### src/rtl/pong_pkg.sv
// Shared constants for the pong input stage: default timing parameters and the
// speed-level width, ceiling and saturating increment.
package pong_pkg;

    localparam int DEB_CYCLES_DEF = 500_000;
    localparam int TICK_BASE_DEF  = 25_000_000;
    localparam int TICK_STEP_DEF  = 2_500_000;
    localparam int TICK_MIN_DEF   = 6_250_000;
    localparam int CNT_W_DEF      = 25;

    localparam int               SPD_W   = 3;
    localparam logic [SPD_W-1:0] SPD_MAX = 3'd7;

    function automatic logic [SPD_W-1:0] spd_inc(input logic [SPD_W-1:0] lvl);
        if (lvl == SPD_MAX) begin
            return SPD_MAX;
        end else begin
            return lvl + 3'd1;
        end
    endfunction

endpackage

### src/rtl/pong_debounce.sv
// One paddle button: two-flop synchroniser, stable-cycle counter and a one-cycle
// pulse on the edge where the debounced level is accepted as high.
module pong_debounce
    import pong_pkg::*;
#(
    parameter int DEB_CYCLES = DEB_CYCLES_DEF
) (
    input  logic clk,
    input  logic reset,
    input  logic raw,
    output logic rise
);

    localparam int              DW       = (DEB_CYCLES > 1) ? $clog2(DEB_CYCLES) : 1;
    localparam logic [DW-1:0]   CNT_LAST = DW'(DEB_CYCLES - 1);
    localparam logic [DW-1:0]   CNT_ONE  = DW'(1'b1);
    localparam logic [DW-1:0]   CNT_ZERO = {DW{1'b0}};

    logic          sync1_r;
    logic          sync2_r;
    logic          db_r;
    logic [DW-1:0] cnt_r;
    logic          accept_s;

    // Bring the asynchronous button into the clk domain.
    always_ff @(posedge clk or posedge reset) begin
        if (reset) begin
            sync1_r <= 1'b0;
            sync2_r <= 1'b0;
        end else begin
            sync1_r <= raw;
            sync2_r <= sync1_r;
        end
    end

    // A change is accepted once it has persisted for DEB_CYCLES consecutive edges.
    always_comb begin
        accept_s = 1'b0;
        if ((sync2_r != db_r) && (cnt_r == CNT_LAST)) begin
            accept_s = 1'b1;
        end else begin
            accept_s = 1'b0;
        end
    end

    // Stable counter; any return to the accepted level restarts the count.
    always_ff @(posedge clk or posedge reset) begin
        if (reset) begin
            db_r  <= 1'b0;
            cnt_r <= CNT_ZERO;
        end else if (sync2_r == db_r) begin
            cnt_r <= CNT_ZERO;
        end else if (accept_s) begin
            db_r  <= sync2_r;
            cnt_r <= CNT_ZERO;
        end else begin
            cnt_r <= cnt_r + CNT_ONE;
        end
    end

    assign rise = accept_s & sync2_r;

endmodule

### src/rtl/pong_input_stage.sv
// Front end of the ping-pong game: debounced, latched paddle presses plus the
// game tick whose period shortens with each return and restores on a miss.
module pong_input_stage
    import pong_pkg::*;
#(
    parameter int DEB_CYCLES = DEB_CYCLES_DEF,
    parameter int TICK_BASE  = TICK_BASE_DEF,
    parameter int TICK_STEP  = TICK_STEP_DEF,
    parameter int TICK_MIN   = TICK_MIN_DEF,
    parameter int CNT_W      = CNT_W_DEF
) (
    input  logic             clk,
    input  logic             reset,
    input  logic             btn0_raw,
    input  logic             btn1_raw,
    input  logic             run,
    input  logic             hit_ack,
    input  logic             miss,
    output logic             tick,
    output logic             p0_hit,
    output logic             p1_hit,
    output logic [SPD_W-1:0] speed_lvl
);

    localparam int               CW1     = CNT_W + 1;
    localparam logic [CNT_W-1:0] BASE_V  = CNT_W'(TICK_BASE);
    localparam logic [CNT_W-1:0] STEP_V  = CNT_W'(TICK_STEP);
    localparam logic [CNT_W-1:0] MIN_V   = CNT_W'(TICK_MIN);
    localparam logic [CNT_W-1:0] ONE_V   = CNT_W'(1'b1);
    localparam logic [CNT_W-1:0] ZERO_V  = {CNT_W{1'b0}};
    // Smallest period that can take a full step without dropping below the floor.
    localparam logic [CW1-1:0]   FLOOR_V = CW1'(TICK_MIN) + CW1'(TICK_STEP);

    logic             rise0_s;
    logic             rise1_s;
    logic [CNT_W-1:0] tick_cnt_r;
    logic [CNT_W-1:0] cur_period_r;
    logic [CNT_W-1:0] reload_s;
    logic [CNT_W-1:0] period_nxt_s;
    logic [SPD_W-1:0] speed_r;
    logic [SPD_W-1:0] speed_nxt_s;
    logic             tick_r;
    logic             p0_hit_r;
    logic             p1_hit_r;

    pong_debounce #(.DEB_CYCLES(DEB_CYCLES)) u_deb0 (
        .clk   (clk),
        .reset (reset),
        .raw   (btn0_raw),
        .rise  (rise0_s)
    );

    pong_debounce #(.DEB_CYCLES(DEB_CYCLES)) u_deb1 (
        .clk   (clk),
        .reset (reset),
        .raw   (btn1_raw),
        .rise  (rise1_s)
    );

    assign reload_s = cur_period_r - ONE_V;

    // Tick down-counter; the new period only applies at the next reload.
    always_ff @(posedge clk or posedge reset) begin
        if (reset) begin
            tick_cnt_r <= BASE_V - ONE_V;
            tick_r     <= 1'b0;
        end else if (!run) begin
            tick_cnt_r <= reload_s;
            tick_r     <= 1'b0;
        end else if (tick_cnt_r == ZERO_V) begin
            tick_cnt_r <= reload_s;
            tick_r     <= 1'b1;
        end else begin
            tick_cnt_r <= tick_cnt_r - ONE_V;
            tick_r     <= 1'b0;
        end
    end

    // Next period and speed level; miss overrides hit_ack.
    always_comb begin
        period_nxt_s = cur_period_r;
        speed_nxt_s  = speed_r;
        if (miss) begin
            period_nxt_s = BASE_V;
            speed_nxt_s  = {SPD_W{1'b0}};
        end else if (hit_ack) begin
            if ({1'b0, cur_period_r} >= FLOOR_V) begin
                period_nxt_s = cur_period_r - STEP_V;
            end else begin
                period_nxt_s = MIN_V;
            end
            speed_nxt_s = spd_inc(speed_r);
        end else begin
            period_nxt_s = cur_period_r;
            speed_nxt_s  = speed_r;
        end
    end

    // Speed state registers.
    always_ff @(posedge clk or posedge reset) begin
        if (reset) begin
            cur_period_r <= BASE_V;
            speed_r      <= {SPD_W{1'b0}};
        end else begin
            cur_period_r <= period_nxt_s;
            speed_r      <= speed_nxt_s;
        end
    end

    // Press latches: consumed on the edge ending a tick cycle, a fresh press wins.
    always_ff @(posedge clk or posedge reset) begin
        if (reset) begin
            p0_hit_r <= 1'b0;
            p1_hit_r <= 1'b0;
        end else begin
            if (rise0_s) begin
                p0_hit_r <= 1'b1;
            end else if (tick_r) begin
                p0_hit_r <= 1'b0;
            end else begin
                p0_hit_r <= p0_hit_r;
            end
            if (rise1_s) begin
                p1_hit_r <= 1'b1;
            end else if (tick_r) begin
                p1_hit_r <= 1'b0;
            end else begin
                p1_hit_r <= p1_hit_r;
            end
        end
    end

    assign tick      = tick_r;
    assign p0_hit    = p0_hit_r;
    assign p1_hit    = p1_hit_r;
    assign speed_lvl = speed_r;

endmodule

### config.mk
export PLATFORM = sky130hd
export DESIGN_NAME = pong_input_stage
export DESIGN_NICKNAME = d
export VERILOG_FILES = /design/src/rtl/pong_pkg.sv /design/src/rtl/pong_debounce.sv /design/src/rtl/pong_input_stage.sv
export SDC_FILE = /design/constraint.sdc
export NUM_CORES = 1
export LEC_CHECK = 0
export BUFFER_PORTS_ARGS = -buffer_cell sky130_fd_sc_hd__clkbuf_2
export CORE_MARGIN = 8
export CORE_UTILIZATION = 35
export CTS_BUF_LIST = sky130_fd_sc_hd__clkbuf_4 sky130_fd_sc_hd__clkbuf_8
export DETAILED_ROUTE_END_ITERATION = 8
export GPL_ROUTABILITY_DRIVEN = 0
export SYNTH_ARGS = -nofsm -noshare
export SYNTH_HDL_FRONTEND = slang
export SYNTH_SLANG_ARGS = --single-unit
### constraint.sdc
create_clock -name clk -period 2.7 [get_ports clk]
set_clock_uncertainty 0.05 [all_clocks]
set_input_delay 0.27 -clock clk [delete_from_list [all_inputs] [get_ports clk]]
set_output_delay 0.27 -clock clk [all_outputs]
set_load 0.05 [all_outputs]
After elaboration in Yosys (flattened, before gate mapping)
Cells that the tools add are included.
{"block": "word_totals", "regBits": 100, "input_bits": 7, "output_inout_bits": 6, "word_cells": 59}
{"block": "classes", "addsub": 6, "n_lt_le_gt_ge": 1, "eq_ne": 7, "muxes": 19, "n_bitwise": 4, "n_reduce_logical": 8}
{"cell": "$mux W25", "count": 5}
{"cell": "$mux W19", "count": 4}
{"cell": "$sub A25 B1 Y25 const B", "count": 2}
{"cell": "$add A19 B1 Y19 const B", "count": 2}
{"cell": "$eq A19 B19 Y1 const B", "count": 2}
{"cell": "$ge A25 B24 Y1 const B", "count": 1}
{"cell": "$logic_not A25 Y1", "count": 1}
{"cell": "$sub A25 B22 Y25 const B", "count": 1}
{"cell": "$mux W3", "count": 3}
{"cell": "$mux W1", "count": 7}
{"cell": "$reduce_bool A2 Y1", "count": 3}
{"cell": "$reduce_and A2 Y1", "count": 2}
{"cell": "$add A3 B1 Y3 const B", "count": 1}
{"cell": "$eq A3 B3 Y1 const B", "count": 1}
{"cell": "$and A1 B1 Y1", "count": 2}
{"cell": "$eq A1 B1 Y1", "count": 2}
{"cell": "$logic_and A1 B1 Y1", "count": 2}
{"cell": "$ne A1 B1 Y1", "count": 2}
{"cell": "$not A1 Y1", "count": 2}

Logic depth before layout (Yosys ltp)
{"block": "logic_depth", "depth_word": 5, "ltp_mapped": 9, "mapped_depth_nobuf": 7}

By module
A second synthesis with hierarchy kept.
{"block": "hier_totals", "cells_unflattened": 551, "hier_area_um2": 5411.4}
{"module": "pong_input_stage", "n_inst": 1, "cells_per_inst": 349, "area_each_um2": 3241.9, "seq_area_each_um2": 1337.5}
{"module": "pong_debounce", "n_inst": 2, "cells_per_inst": 101, "area_each_um2": 1084.8, "seq_area_each_um2": 550.5}

Worst setup path before layout
No wires, ideal clock.
{"block": "synth_path", "path_type": "reg-to-reg", "from": "register cur_period_r[6]", "to": "register cur_period_r[21]", "setup_ns": 0.065, "arrival_time_ns": 2.154, "required_ns": 2.585, "slack_ns": 0.431, "stages_incl_launch_ff": 9, "path_buffers": 1, "period_less_slack_ns": 2.269, "path_cell_list": "dfstp_2 -> clkbuf_1 -> inv_1 -> ha_1 -> and4b_1 -> o21ai_0 -> a21o_1 -> a2111oi_0 -> nand3b_1"}
{"block": "synth_between", "elab_chain_cells": 4, "word_cells_on_any_way": 5, "classes_between": "add/sub (1); order compare (1); mux (3)"}
{"element": "start, declared", "line_no": "pong_input_stage.sv:37", "source": "logic [CNT_W-1:0] cur_period_r;"}
{"element": "start signal, assigned", "line_no": "pong_input_stage.sv:105", "source": "cur_period_r <= period_nxt_s;"}
{"element": "$sub A25 B22 Y25 / $ge A25 B24 Y1 (equally long branches)", "line_no": "pong_input_stage.sv:88, pong_input_stage.sv:87"}
{"element": "$mux W25 (*)", "line_no": "pong_input_stage.sv:87", "source": "if ({1'b0, cur_period_r} >= FLOOR_V) begin"}
{"element": "$mux W25 (*)", "line_no": "pong_input_stage.sv:86", "source": "end else if (hit_ack) begin"}
{"element": "$mux W25 (*)", "line_no": "pong_input_stage.sv:83", "source": "if (miss) begin"}
Mark *: on every way between the ends. The rest lies on a longest branch, timed or not. The select of a mux whose other input is x is not followed.
A chain may end at the register's enable or synchronous reset.

Worst setup path after layout
{"block": "layout_path", "from": "register tick_cnt_r[0]", "to": "register tick_cnt_r[11]"}
{"block": "layout_between", "elab_chain_cells": 3, "word_cells_on_any_way": 4, "classes_between": "add/sub (1); mux (2); reduce/logical (1)"}
{"element": "start, declared", "line_no": "pong_input_stage.sv:36", "source": "logic [CNT_W-1:0] tick_cnt_r;"}
{"element": "start signal, assigned", "line_no": "pong_input_stage.sv:65", "source": "tick_cnt_r <= BASE_V - ONE_V;"}
{"element": "start signal, assigned", "line_no": "pong_input_stage.sv:68", "source": "tick_cnt_r <= reload_s;"}
{"element": "start signal, assigned", "line_no": "pong_input_stage.sv:71", "source": "tick_cnt_r <= reload_s;"}
{"element": "$sub A25 B1 Y25 / $logic_not A25 Y1 (equally long branches)", "line_no": "pong_input_stage.sv:74, pong_input_stage.sv:70"}
{"element": "$mux W25 (*)", "line_no": "pong_input_stage.sv:70", "source": "end else if (tick_cnt_r == ZERO_V) begin"}
{"element": "$mux W25 (*)", "line_no": "pong_input_stage.sv:67", "source": "end else if (!run) begin"}
Mark *: on every way between the ends. The rest lies on a longest branch, timed or not.

==> impl_metrics.ini <==
[run]
drv_cap = 0

[worst_setup_path]
start_kind = flop
critical_path_class = flop to flop
end_kind = flop
critPathRequiredTime_ns = 2.96
path_max_fanout = 10
arrival_ns = 2.68

[finish]
nFillCells = 1550
seq_area_um2 = 2439
fin_cells = 756
layout-drive-gt1-share_pct = 15.85
fin_nets = 580
syn_to_final_growth_pct = 7.884
diodes = 0
final_core_util_pct = 38.52
multi_input_area_um2 = 2753

[timing]
worst-slew-pin-transition_ns = 0.7374
setup_viol_count_final = 0
slew_headroom_pct = 50.66
fin_crit_sh_pct = 89.75
timing.final.hold_violations = 0
drv_slew = 0
clock.fmax_mhz = 412.7
period_needed_ns = 2.423
grt_setup_unrepaired = false
hold-worst-slack_ns = 0.1498
setup_slack_ns = 0.2768
final.setup.tns_ns = 0

[synthesis]
yosys_most_used_dff = dfrtp_1
synth-edff-count = 0
synth_cells = 559
ys_types = 65
synth.largest_area_cell = dfrtp_1
synthTopCellsByArea = dfrtp_1 (31%), dfstp_2 (14%), xnor2_1 (8.1%)
synth.top_cell.area_share_pct = 30.89
seq_area_frac_synth_pct = 44.93
async_reset_ff_share_pct = 100.0
synth_common_cells = nor2_1 (83), dfrtp_1 (67), xnor2_1 (50)
synth_warnings = 0
yosysMostFrequentCell = nor2_1
ys_ff_latch = 96
synthesis.area_um2 = 5428
syn-num-nets = 576
syn_area_per_cell_um2 = 9.710

[grt]
grt.total_usage_pct = 11.65
grt_first_pass_wirelength_mm = 19.01
first_global_vias = 3919
antenna_found_initial = 0
grt_max_degree = 46
overflow = 0

[placement]
port_buffers = 12
dp_hpwl_mm = 7.652
preCtsSetupSlack_ns = 0.2870
place_inst = 737

[floorplan]
ioPinCount = 13
fp.dieH_um = 140.5
rows = 45
placeableCoreArea_um2 = 15200
dieArea_um2 = 19750
die-width_um = 140.5
start_util_pct = 35.70

[route]
postRouteAntennaNets = 0
totalWireLength_mm = 10.73
route.detailed.drc = 0
wl_per_cell_um = 14.19
first_pass_iters = 4
drt_iter0_drc = 205
via_per_inst = 5.172
num_vias = 3910

[power]
power_density_nw_per_um2 = 521.9
p_int_w = 0.002176
p_comb_share_pct = 12.7
peakVddDrop_v = 0.0002733
leakage_nw = 2.279
p_switching_w = 0.0008805
p_seq_share_pct = 56.2
power.share.clock_pct = 31.1
swShare_pct = 28.81

[clock_tree]
ctsHoldBuffers = 3
cts-resized-gates = 0
cts_tree = done
post-cts-setup-buffers = 0
clk_pin_slew_worst_paths_ns = 0.09
clockBufferDepth = 2
cts_sinks = 96
cts_made_buffers = 9
htree_levels = 3
clock-root-buffer = clkbuf_8
clkLatencyLatePin_ns = 0.37

[min_path]
hp-class = input port to flop

[run_status]
status = finished clean
-- registers in the layout, summed over array words and instances (netlist names) --
name            cells
u_deb1.sync1_r      1
u_deb0.cnt_r       19
u_deb1.db_r         1
cur_period_r       21
u_deb0.sync2_r      1
p1_hit              1
u_deb1.cnt_r       19
speed_lvl           3
p0_hit              1
tick_cnt_r         25
tick                1
u_deb0.sync1_r      1
u_deb0.db_r         1
u_deb1.sync2_r      1
-- layout make-up --
cell class                 instances  area share (%)
multi-input combinational        415           47.01
sequential                        96           41.65
tap                              188           4.017
timing repair buffer              22           2.650
clock buffer                      10           2.244
inverter                          19           1.282
clock inverter                     6           1.154
-- layer usage --
layer,GRT usage (%),wire [um]
met1,15.04,5265
met2,18.51,4940
met3,3.670,383
met4,3.054,140
met5,0,0
-- worst paths after layout --
check,from,to,slack (ns),cells past startpoint
min in group asynchronous,reset,u_deb1.cnt_r[17],0.46,3
hold reg to reg,u_deb1.sync1_r,u_deb1.sync2_r,0.31,0
max in group asynchronous,reset,tick_cnt_r[5],1.35,4
setup / recovery,tick_cnt_r[0],tick_cnt_r[11],0.28,6
setup reg to reg,tick_cnt_r[0],tick_cnt_r[11],0.28,6
hold / removal,run,tick,0.15,3
-- worst max-delay path, stage by stage, from the launching register on --
cell and delay, ns:
dfstp_2 0.39, inv_1 0.06, ha_1 0.21, or4b_1 0.66, o41a_1 0.60, and3_1 0.27, a21oi_1 0.12
-- metrics by stage --
step	power, W	instance area (um^2)
2_1_floorplan	0.002035	5431
3_3_place_gp	0.002116	5627
3_5_place_dp	0.002130	5627
4_1_cts	0.003114	5856
5_1_grt	0.003232	5856
6_report	0.003056	5856
-- layout by cell type, fill, tap and decap left out, types with 4 or more instances in the layout --
| cell type | synthesis | routed |
|---|---|---|
| nand4_1 | 13 | 13 |
| inv_1 | 18 | 17 |
| or3_1 | 5 | 5 |
| nor3_1 | 25 | 25 |
| or2_2 | 5 | 5 |
| and3_1 | 4 | 4 |
| clkbuf_8 | 0 | 9 |
| nand4b_1 | 4 | 4 |
| xor2_1 | 33 | 33 |
| mux2i_1 | 12 | 12 |
| nor4_1 | 13 | 13 |
| nand3_1 | 20 | 20 |
| nor2_1 | 83 | 83 |
| and4_1 | 4 | 4 |
| o21ai_0 | 13 | 13 |
| dfrtp_1 | 67 | 67 |
| a21oi_1 | 14 | 14 |
| dfstp_2 | 29 | 29 |
| a21oi_2 | 5 | 5 |
| xnor2_1 | 50 | 50 |
| clkbuf_2 | 0 | 12 |
| buf_4 | 3 | 6 |
| ha_1 | 10 | 10 |
| nand2_1 | 39 | 39 |
| nand3b_1 | 5 | 5 |
-- power by group through the flow --
stage                     logic (W)  registers (W)  clock network [W]
after floorplan            0.000368        0.00167                  0
after global placement     0.000380        0.00174                  0
after detailed placement   0.000390        0.00174                  0
after CTS                  0.000395        0.00171            0.00100
after global routing       0.000442        0.00174            0.00105
final                      0.000388        0.00172           0.000951
-- cell families (layout without fill, tap and decap cells) --
kind of cell             Yosys count  in the layout  synth area share [%]
multiplexers                      12             12                 2.213
flip-flops                        96             96                 44.93
AO/OA/AOI/OAI                     67             67                 9.175
XOR/XNOR                          83             83                 13.39
buffers and inverters             48             57                 4.357
adder cells (fa/ha/maj)           10             10                 2.305
AND/OR/NAND/NOR                  243            243                 23.63
Note: power is estimated with default switching activity, not from simulation.
